`src/rtl/heartbeat_pulse_generator_if.sv`:
```
// Control and status bundle for the heartbeat pulse generator.
// The master side is the stimulus/configuration owner and the slave side is the generator.
interface heartbeat_pulse_generator_if;
    logic        enable;
    logic [11:0] rr_period_ms;
    logic        cfg_load;
    logic        jitter_en;
    logic        skip_en;
    logic        pulse_out;
    logic        beat_strobe;
    logic        missed_strobe;
    logic [7:0]  beat_count;
    logic [11:0] cfg_active;
    logic        running;

    modport master (
        output enable, rr_period_ms, cfg_load, jitter_en, skip_en,
        input  pulse_out, beat_strobe, missed_strobe, beat_count, cfg_active, running
    );

    modport slave (
        input  enable, rr_period_ms, cfg_load, jitter_en, skip_en,
        output pulse_out, beat_strobe, missed_strobe, beat_count, cfg_active, running
    );
endinterface

```
`src/rtl/heartbeat_pulse_generator.sv`:
```
// Heartbeat pulse generator: a programmable-period pulse train with optional LFSR jitter
// and periodic dropped beats. One clk_div cycle represents 1 ms.
module heartbeat_pulse_generator #(
    parameter int unsigned PULSE_WIDTH_MS = 10,
    parameter int unsigned SKIP_N         = 8,
    parameter logic [7:0]  LFSR_SEED      = 8'hA5
) (
    input logic                        clk_div,
    input logic                        rst_n,
    heartbeat_pulse_generator_if.slave bus
);

    localparam logic [1:0]  S_IDLE     = 2'd0;
    localparam logic [1:0]  S_HIGH     = 2'd1;
    localparam logic [1:0]  S_LOW      = 2'd2;
    localparam logic [11:0] RST_PERIOD = 12'd1000;
    localparam logic [11:0] MIN_PERIOD = 12'(PULSE_WIDTH_MS + 1);
    localparam logic [11:0] PW_M1      = 12'(PULSE_WIDTH_MS - 1);
    localparam logic [7:0]  IDX_LAST   = 8'(SKIP_N - 1);

    function automatic logic [11:0] clamp_load(input logic [11:0] v);
        return (v < MIN_PERIOD) ? MIN_PERIOD : v;
    endfunction

    // 14 signed bits give headroom for both cfg-8 going negative and 4095+7 overflowing.
    function automatic logic [11:0] sat_period(input logic signed [13:0] v);
        if (v < $signed({2'b00, MIN_PERIOD}))
            return MIN_PERIOD;
        else if (v > 14'sd4095)
            return 12'hFFF;
        else
            return v[11:0];
    endfunction

    function automatic logic [7:0] lfsr_next(input logic [7:0] l);
        return {l[6:0], l[7] ^ l[5] ^ l[4] ^ l[3]};
    endfunction

    logic [1:0]  state_q, state_d;
    logic [11:0] cnt_q, cnt_d;
    logic [11:0] low_rem_q, low_rem_d;
    logic [11:0] pend_q, pend_d;
    logic [11:0] cfg_q, cfg_d;
    logic [7:0]  idx_q, idx_d;
    logic [7:0]  lfsr_q, lfsr_d;
    logic [7:0]  beat_cnt_q, beat_cnt_d;
    logic        pulse_q, pulse_d;
    logic        strobe_q, strobe_d;
    logic        missed_q, missed_d;
    logic        running_q, running_d;

    logic               start;
    logic               drop;
    logic signed [13:0] jit;
    logic [11:0]        p_new;

    always_comb begin
        state_d = state_q;
        start   = 1'b0;
        case (state_q)
            S_IDLE: begin
                if (bus.enable) begin
                    state_d = S_HIGH;
                    start   = 1'b1;
                end
            end
            S_HIGH: begin
                if (!bus.enable)
                    state_d = S_IDLE;
                else if (cnt_q == 12'd0)
                    state_d = S_LOW;
            end
            S_LOW: begin
                if (!bus.enable)
                    state_d = S_IDLE;
                else if (cnt_q == 12'd0) begin
                    state_d = S_HIGH;
                    start   = 1'b1;
                end
            end
            default: state_d = S_IDLE;
        endcase
    end

    // The beat about to start takes its period from the pending value, not the old cfg_active.
    always_comb begin
        drop  = start && bus.skip_en && (idx_q == IDX_LAST);
        jit   = $signed({2'b00, pend_q}) + $signed({10'd0, lfsr_q[3:0]}) - 14'sd8;
        p_new = bus.jitter_en ? sat_period(jit) : pend_q;
    end

    always_comb begin
        cnt_d      = cnt_q;
        low_rem_d  = low_rem_q;
        cfg_d      = cfg_q;
        idx_d      = idx_q;
        lfsr_d     = lfsr_q;
        beat_cnt_d = beat_cnt_q;
        pulse_d    = 1'b0;
        strobe_d   = 1'b0;
        missed_d   = 1'b0;
        running_d  = (state_d != S_IDLE);
        pend_d     = bus.cfg_load ? clamp_load(bus.rr_period_ms) : pend_q;

        if (start) begin
            cnt_d     = PW_M1;
            low_rem_d = p_new - MIN_PERIOD;
            cfg_d     = pend_q;
            idx_d     = (idx_q == IDX_LAST) ? 8'd0 : idx_q + 8'd1;
            lfsr_d    = lfsr_next(lfsr_q);
            pulse_d   = !drop;
            strobe_d  = !drop;
            missed_d  = drop;
            if (!drop)
                beat_cnt_d = beat_cnt_q + 8'd1;
        end else if (state_q == S_HIGH && state_d == S_LOW) begin
            cnt_d = low_rem_q;
        end else if (state_d != S_IDLE) begin
            cnt_d   = cnt_q - 12'd1;
            pulse_d = (state_d == S_HIGH) && pulse_q;
        end
    end

    always_ff @(posedge clk_div or negedge rst_n) begin
        if (!rst_n) begin
            state_q    <= S_IDLE;
            cnt_q      <= 12'd0;
            low_rem_q  <= 12'd0;
            pend_q     <= RST_PERIOD;
            cfg_q      <= RST_PERIOD;
            idx_q      <= 8'd0;
            lfsr_q     <= LFSR_SEED;
            beat_cnt_q <= 8'd0;
            pulse_q    <= 1'b0;
            strobe_q   <= 1'b0;
            missed_q   <= 1'b0;
            running_q  <= 1'b0;
        end else begin
            state_q    <= state_d;
            cnt_q      <= cnt_d;
            low_rem_q  <= low_rem_d;
            pend_q     <= pend_d;
            cfg_q      <= cfg_d;
            idx_q      <= idx_d;
            lfsr_q     <= lfsr_d;
            beat_cnt_q <= beat_cnt_d;
            pulse_q    <= pulse_d;
            strobe_q   <= strobe_d;
            missed_q   <= missed_d;
            running_q  <= running_d;
        end
    end

    assign bus.pulse_out     = pulse_q;
    assign bus.beat_strobe   = strobe_q;
    assign bus.missed_strobe = missed_q;
    assign bus.beat_count    = beat_cnt_q;
    assign bus.cfg_active    = cfg_q;
    assign bus.running       = running_q;

endmodule

```
`src/flat_wrapper.sv`:
```
// flat-port wrapper written by rule: the top's interface ports become plain ports
module heartbeat_pulse_generator_flat 
#(
    parameter int unsigned PULSE_WIDTH_MS = 10,
    parameter int unsigned SKIP_N         = 8,
    parameter logic [7:0]  LFSR_SEED      = 8'hA5
)
  (clk_div, rst_n, bus_enable, bus_rr_period_ms, bus_cfg_load, bus_jitter_en, bus_skip_en, bus_pulse_out, bus_beat_strobe, bus_missed_strobe, bus_beat_count, bus_cfg_active, bus_running);
  heartbeat_pulse_generator_if bus_i ();
  input logic clk_div;
  input logic rst_n;
  input wire logic [$bits(bus_i.enable)-1:0] bus_enable;
  input wire logic [$bits(bus_i.rr_period_ms)-1:0] bus_rr_period_ms;
  input wire logic [$bits(bus_i.cfg_load)-1:0] bus_cfg_load;
  input wire logic [$bits(bus_i.jitter_en)-1:0] bus_jitter_en;
  input wire logic [$bits(bus_i.skip_en)-1:0] bus_skip_en;
  output wire logic [$bits(bus_i.pulse_out)-1:0] bus_pulse_out;
  output wire logic [$bits(bus_i.beat_strobe)-1:0] bus_beat_strobe;
  output wire logic [$bits(bus_i.missed_strobe)-1:0] bus_missed_strobe;
  output wire logic [$bits(bus_i.beat_count)-1:0] bus_beat_count;
  output wire logic [$bits(bus_i.cfg_active)-1:0] bus_cfg_active;
  output wire logic [$bits(bus_i.running)-1:0] bus_running;
  assign bus_i.enable = bus_enable;
  assign bus_i.rr_period_ms = bus_rr_period_ms;
  assign bus_i.cfg_load = bus_cfg_load;
  assign bus_i.jitter_en = bus_jitter_en;
  assign bus_i.skip_en = bus_skip_en;
  assign bus_pulse_out = bus_i.pulse_out;
  assign bus_beat_strobe = bus_i.beat_strobe;
  assign bus_missed_strobe = bus_i.missed_strobe;
  assign bus_beat_count = bus_i.beat_count;
  assign bus_cfg_active = bus_i.cfg_active;
  assign bus_running = bus_i.running;
  heartbeat_pulse_generator #(.PULSE_WIDTH_MS(PULSE_WIDTH_MS), .SKIP_N(SKIP_N), .LFSR_SEED(LFSR_SEED)) u_core (.clk_div(clk_div), .rst_n(rst_n), .bus(bus_i));
endmodule
```
`config.mk`:
```
export PLATFORM = sky130hd
export DESIGN_NAME = heartbeat_pulse_generator_flat
export DESIGN_NICKNAME = d
export VERILOG_FILES = /design/src/rtl/heartbeat_pulse_generator_if.sv /design/src/rtl/heartbeat_pulse_generator.sv /design/src/flat_wrapper.sv
export SDC_FILE = /design/constraint.sdc
export NUM_CORES = 1
export LEC_CHECK = 0
export BUFFER_PORTS_ARGS = -buffer_cell sky130_fd_sc_hd__buf_4
export CORE_MARGIN = 2
export CORE_UTILIZATION = 62
export CTS_BUF_LIST = sky130_fd_sc_hd__clkbuf_8
export CTS_CLUSTER_SIZE = 20
export DETAILED_ROUTE_END_ITERATION = 7
export GPL_TIMING_DRIVEN = 0
export PLACE_DENSITY = 0.85
export SLEW_MARGIN = 20
export SYNTH_ARGS = -nofsm -noshare
export SYNTH_HDL_FRONTEND = slang
export SYNTH_SLANG_ARGS = --single-unit
```
`constraint.sdc`:
```
create_clock -name clk_div -period 5.5 [get_ports clk_div]
set_input_delay 0.55 -clock clk_div [delete_from_list [all_inputs] [get_ports clk_div]]
set_output_delay 0.55 -clock clk_div [all_outputs]
set_load 0.005 [all_outputs]
```
# Word-level counts from Yosys, hierarchy flattened
# Cells that the tools add are included.
# totals
out_inout_bits	24
wordCells	63
register_bits	78
in_bits	18
# classes
bitwise	4
order_cmp	3
n_reduce_logical	10
n_mux	23
add_sub_neg	6
eq_ne	5
# ops
cell	count
$mux W12	7
$add A8 B1 Y8 const B	2
$gt A14 B13 Y1 const B	1
$lt A14 B5 Y1 const B	1
$sub A14 B5 Y14 const B	1
$add A12 B4 Y13	1
$logic_not A12 Y1	1
$lt A12 B4 Y1 const B	1
$sub A12 B1 Y12 const B	1
$sub A12 B4 Y12 const B	1
$mux W2	5
$eq A8 B3 Y1 const B	1
$mux W1	8
$mux W8	1
$pmux W2 S3	1
$eq A2 B1 Y1 const B	2
$eq A2 B2 Y1 const B	2
$logic_and A1 B1 Y1	4
$reduce_bool A3 Y1	1
$xor A1 B1 Y1	3
$logic_not A2 Y1	1
$pmux W1 S2	1
$reduce_and A2 Y1	1
$reduce_bool A2 Y1	1
2 further kinds	2

# Depth between registers and ports, before layout
# depth
word_depth	9
depth_mapped	19
depth_no_buf	19

# Least setup slack after synthesis
# OpenSTA, ideal clock, no wires.
# synth_path
kind	flip-flop to flip-flop
startpoint	register u_core.lfsr_q[0]
endpoint	register u_core.low_rem_q[4]
t_arrival_ns	3.763
setup_time_ns	0.077
stages_incl_launch_ff	20
synth_period_minus_slack_ns	3.840
required_ns	5.423
path_slack_ns	1.660
path_cell_list	dfstp_2 ha_1 inv_1 fa_1 nand2b_1 nand2b_1 a21oi_1 xor2_1 ha_1 nand4_4 xnor2_1 o31a_1 o31a_1 a21oi_1 ha_1 a21oi_1 o21ai_1 nand2_1 xor2_1 o21ai_1
# synth_via
elab_chain_cells	7
word_cells_on_any_way	8
classes_between	3 x add/sub; 2 x order compare; 3 x mux
# synth_rtl
item	line_no	source
start, declared	heartbeat_pulse_generator.sv:45	logic [7:0] lfsr_q, lfsr_d;
start signal, assigned	heartbeat_pulse_generator.sv:145	lfsr_q <= lfsr_d;
$add A12 B4 Y13 *	heartbeat_pulse_generator.sv:88	jit = $signed({2'b00, pend_q}) + $signed({10'd0, lfsr_q[3:0]}) - 14'sd8;
$sub A14 B5 Y14 *	heartbeat_pulse_generator.sv:88	
$gt A14 B13 Y1	heartbeat_pulse_generator.sv:29	else if (v > 14'sd4095)
$mux W12	heartbeat_pulse_generator.sv:29	
$mux W12 *	heartbeat_pulse_generator.sv:27	if (v < $signed({2'b00, MIN_PERIOD}))
$mux W12 *	heartbeat_pulse_generator.sv:89	p_new = bus.jitter_en ? sat_period(jit) : pend_q;
$sub A12 B4 Y12 *	heartbeat_pulse_generator.sv:107	low_rem_d = p_new - MIN_PERIOD;
end signal, assigned	heartbeat_pulse_generator.sv:141	low_rem_q <= low_rem_d;
end, declared	heartbeat_pulse_generator.sv:41	logic [11:0] low_rem_q, low_rem_d;
# Every way passes the cells marked *; elsewhere a longest branch is shown, timed or not.
# A chain may end at the register's enable or synchronous reset.

# Worst setup path after layout
# layout_path
startpoint	register u_core.lfsr_q[0]
endpoint	register u_core.low_rem_q[10]
# The elaborated chain is that of the path after synthesis.

==> results.md <==
* Status: complete, no violations
* Final hold viol count at 0
* DRC violations left at 0
* Top cells by count, synth: nand2_1 (100), dfrtp_1 (62), a21oi_1 (43)
* Die X at between 90 and 100 um
* Worst hold path class: primary input to async pin
* Simple logic cell fraction of the synthesized area at 21.50%
* CTS buffer count at 9
* Crit path cell chain: ha_1 -> inv_1 -> fa_1 -> nand2b_1 -> a211oi_2 -> nand4_1 -> and2_4 -> o41ai_4 -> nor3_1 -> o31a_1 -> a21oi_1 -> ha_1 -> a21oi_1 -> o21ai_1 -> a21oi_1 -> xnor2_1 -> o21ai_1
* Area growth, synth to finish at 13.91%
* Setup crit end kind: register
* I/O Buffers at 40
* Number of synthesized flops with an enable pin at 0
* Post-synth ARST share at 100.0%
* Diodes inserted at 0
* GP Congestion at ~0.92
* PD cells at ~430 nW/um^2
* Leak at about 2.4 nW
* First-pass GRT wire length at 18.26 mm
* CTS resizes at 0
* Max-slew violations at 0
* Synth warn at 0
* Rel. slew slack at a little under two fifths
* Worst path required time at between 5000 and 6000 ps
* Clk_skew at between 8 and 9 ps
* Max-cap violation count at 0
* Clk sinks at about 80
* Worst-Skew Late Latency at ~360 ps
* Top cell type's share of synthesized area at between 30% and 40%
* Worst setup startpoint: u_core.lfsr_q[0]$_DFFE_PN1P_
* Io pins at 42
* Syn_nets at 560
* DIE AREA at 8286 um^2
* Maximum vdd drop at approximately 0.00027 V
* Mapped Cells at ~530
* CP max FO at 6
* Synth Area in XOR/XNOR at 7.274%
* Final nets at between 600 and 700
* Total gr overflow at 0
* Most frequent cell after synthesis: nand2_1
* Max Freq at 217.1 MHz
* CTS root buf: clkbuf_8
* CP Data Arrival Time at 4840 ps
* Post-synth top area cell: dfrtp_1
* Syn_area_per_cell at a little under 9 um^2
* Largest family of logic cells by synthesized area: simple AND/OR/NAND/NOR gates
* Synth Area in Compound Gates at 19.98%
* Fin Setup TNS at 0 ps
* Total GRT Usage at between 20 and 30%
* CTS tree: done
* Final Instance Area at about 5300 um^2
* Initial Utilization at between 60 and 70%
* 1st-pass router iterations at 5
* Die height at 91.03 um
* Worst flop-to-flop path endpoint: u_core.low_rem_q[10]$_DFFE_PN0P_
* Hold-fix buffers, CTS at 0
* Row count at 31
* Vias in the first global route at 3963
* Mux contribution to synthesized area at 2.771%
* Largest net degree at the start of global routing at around 80
* DRT antenna net count at 0
* Tcrit/Tclk final at a little over four fifths
* R2r setup slk at roughly 890 ps
* Mapped cell area at ~4700 um^2
* Most used DFF post-synth: dfrtp_1
* Crit Path Class: register to register
* RSZ-0062 raised after global routing: false
* Clock-pin slew on the worst setup and hold paths at 80 ps
* Worst R2R Path Depth at 17
* Total Wirelength at ~11 mm
* Initial antenna violation count at 0
* Post-CTS Setup Bufs at 0
* Startpoint types: register
* Final setup fails at 0
* Slowest cell delay on critical path at 550 ps
* Core Area at about 7300 um^2
* Post-DP Area at approximately 5100 um^2
* Htree depth at 3
* Worst slew pin tran at approximately 940 ps
* Main area contributors after synthesis: dfrtp_1 (33%), dfstp_2 (9.0%), nand2_1 (8.0%)
* Crit path time final at 4606 ps
* Most frequent cell on the critical path: a21oi_1
* Share of cells above drive strength 1 at roughly a fifth
* Start of the worst register-to-register path: u_core.lfsr_q[0]$_DFFE_PN1P_
* CP max stage cell: dfstp_2
* Routed vias/inst at roughly 6.0
* WL/cell at 15.57 um
* #FFs+latches synth at approximately 80
* Via count at around 4100
* CTS Buffer Depth at 2
* Sequential area share after synthesis at 41.99%
* Synth Area in Adders at under 10%
* HPWL after detailed placement at ~7.8 mm
* Unique masters post-synth at just over 60
* Initial drt markers at approximately 220
[final cells by class]
type	instances	area, um^2
timing repair buffer	40	300.3
inverter	16	60.06
fill	571	1943
sequential	78	1972
buffer	24	111.4
clock inverter	6	91.34
multi-input combinational	414	2552
tap	99	123.9
clock buffer	10	137.6
[worst max-delay path by stage]
stage / to / slack [ps] / cells past startpoint
floorplan: u_core.low_rem_q[4]$_DFFE_PN0P_ / 1660 / 19
global placement: u_core.low_rem_q[10]$_DFFE_PN0P_ / 1220 / 17
detailed placement: u_core.low_rem_q[10]$_DFFE_PN0P_ / 1120 / 17
CTS: u_core.low_rem_q[10]$_DFFE_PN0P_ / 1010 / 17
global route: u_core.low_rem_q[10]$_DFFE_PN0P_ / 690 / 17
finish: u_core.low_rem_q[10]$_DFFE_PN0P_ / 890 / 17
[power breakdown]
group	total (W)	switching (W)	internal [W]
registers	0.000893	0.000143	0.000750
clock network	0.000498	0.000227	0.000271
logic	0.000905	0.000513	0.000392
[critical path, delay by kind of cell, from the launching register on]
| kind | cells | cell delay (ps) |
|---|---|---|
| AO/OA/AOI/OAI | 8 | 1930 |
| adder cells (fa/ha/maj) | 3 | 930 |
| AND/OR/NAND/NOR | 4 | 800 |
| flip-flops | 1 | 550 |
| XOR/XNOR | 1 | 210 |
| buffers and inverters | 1 | 80 |
[flip-flops by register name, summed over array words and instances, names as in the netlist]
| register | flops |
|---|---|
| u_core.bus.beat_count | 8 |
| u_core.bus.running | 1 |
| u_core.state_q | 2 |
| u_core.bus.pulse_out | 1 |
| u_core.bus.beat_strobe | 1 |
| u_core.pend_q | 12 |
| u_core.lfsr_q | 8 |
| u_core.low_rem_q | 12 |
| u_core.idx_q | 8 |
| u_core.bus.cfg_active | 12 |
| u_core.bus.missed_strobe | 1 |
| u_core.cnt_q | 12 |
[cell families (layout without fill, tap and decap cells)]
| family | count (synthesis) | count (layout) |
|---|---|---|
| DFF | 78 | 78 |
| buffers and inverters | 40 | 96 |
| AOI/OAI and AO/OA | 143 | 143 |
| xor gates and xnor gates | 39 | 39 |
| adders and majority gates | 10 | 10 |
| and+or+nand+nor | 210 | 210 |
| muxes | 12 | 12 |
[placed cells by master (no fill, tap or decap), types with 5 or more instances in the layout]
cell type	synthesis	final
inv_1	15	15
mux2_2	8	8
a21oi_1	43	43
nand4_1	5	5
ha_1	9	9
o211ai_1	5	5
dfstp_2	16	16
xnor2_1	26	26
o21ai_0	35	35
clkbuf_8	0	10
nand2b_1	7	7
buf_2	7	7
nor3_1	11	11
and4_1	5	5
clkbuf_1	12	12
nand3_1	18	18
nor2_1	30	30
buf_4	3	43
xor2_1	13	13
nor2b_1	5	5
dfrtp_1	62	62
and3_1	8	8
o22ai_1	5	5
a21o_1	9	9
nor4_1	7	7
nand2_1	100	100
o21ai_1	10	10
[stage by stage]
stage               worst slack [ps]  total power, W  hold slack [ps]  std cells  utilization, %
CTS                             1014        0.002286            369.1        687           73.35
detailed placement              1119        0.001785            451.9        671           70.21
floorplan                       1660        0.001533            254.4        532               -
global placement                1219        0.001743            447.5        671           70.21
finish                         893.5        0.002296            308.3        687           73.35
global route                   689.1        0.002443            412.4        687           73.35
[metal layers]
metal  vias up  wire length (um)  track usage [%]
li1       1985                 -                -
met1      1949              4588            34.39
met2       145              5303            46.85
met3        24               594            3.817
met4         0               213            10.10
met5         -                 0                0
Power figures use the tool's default switching activity.
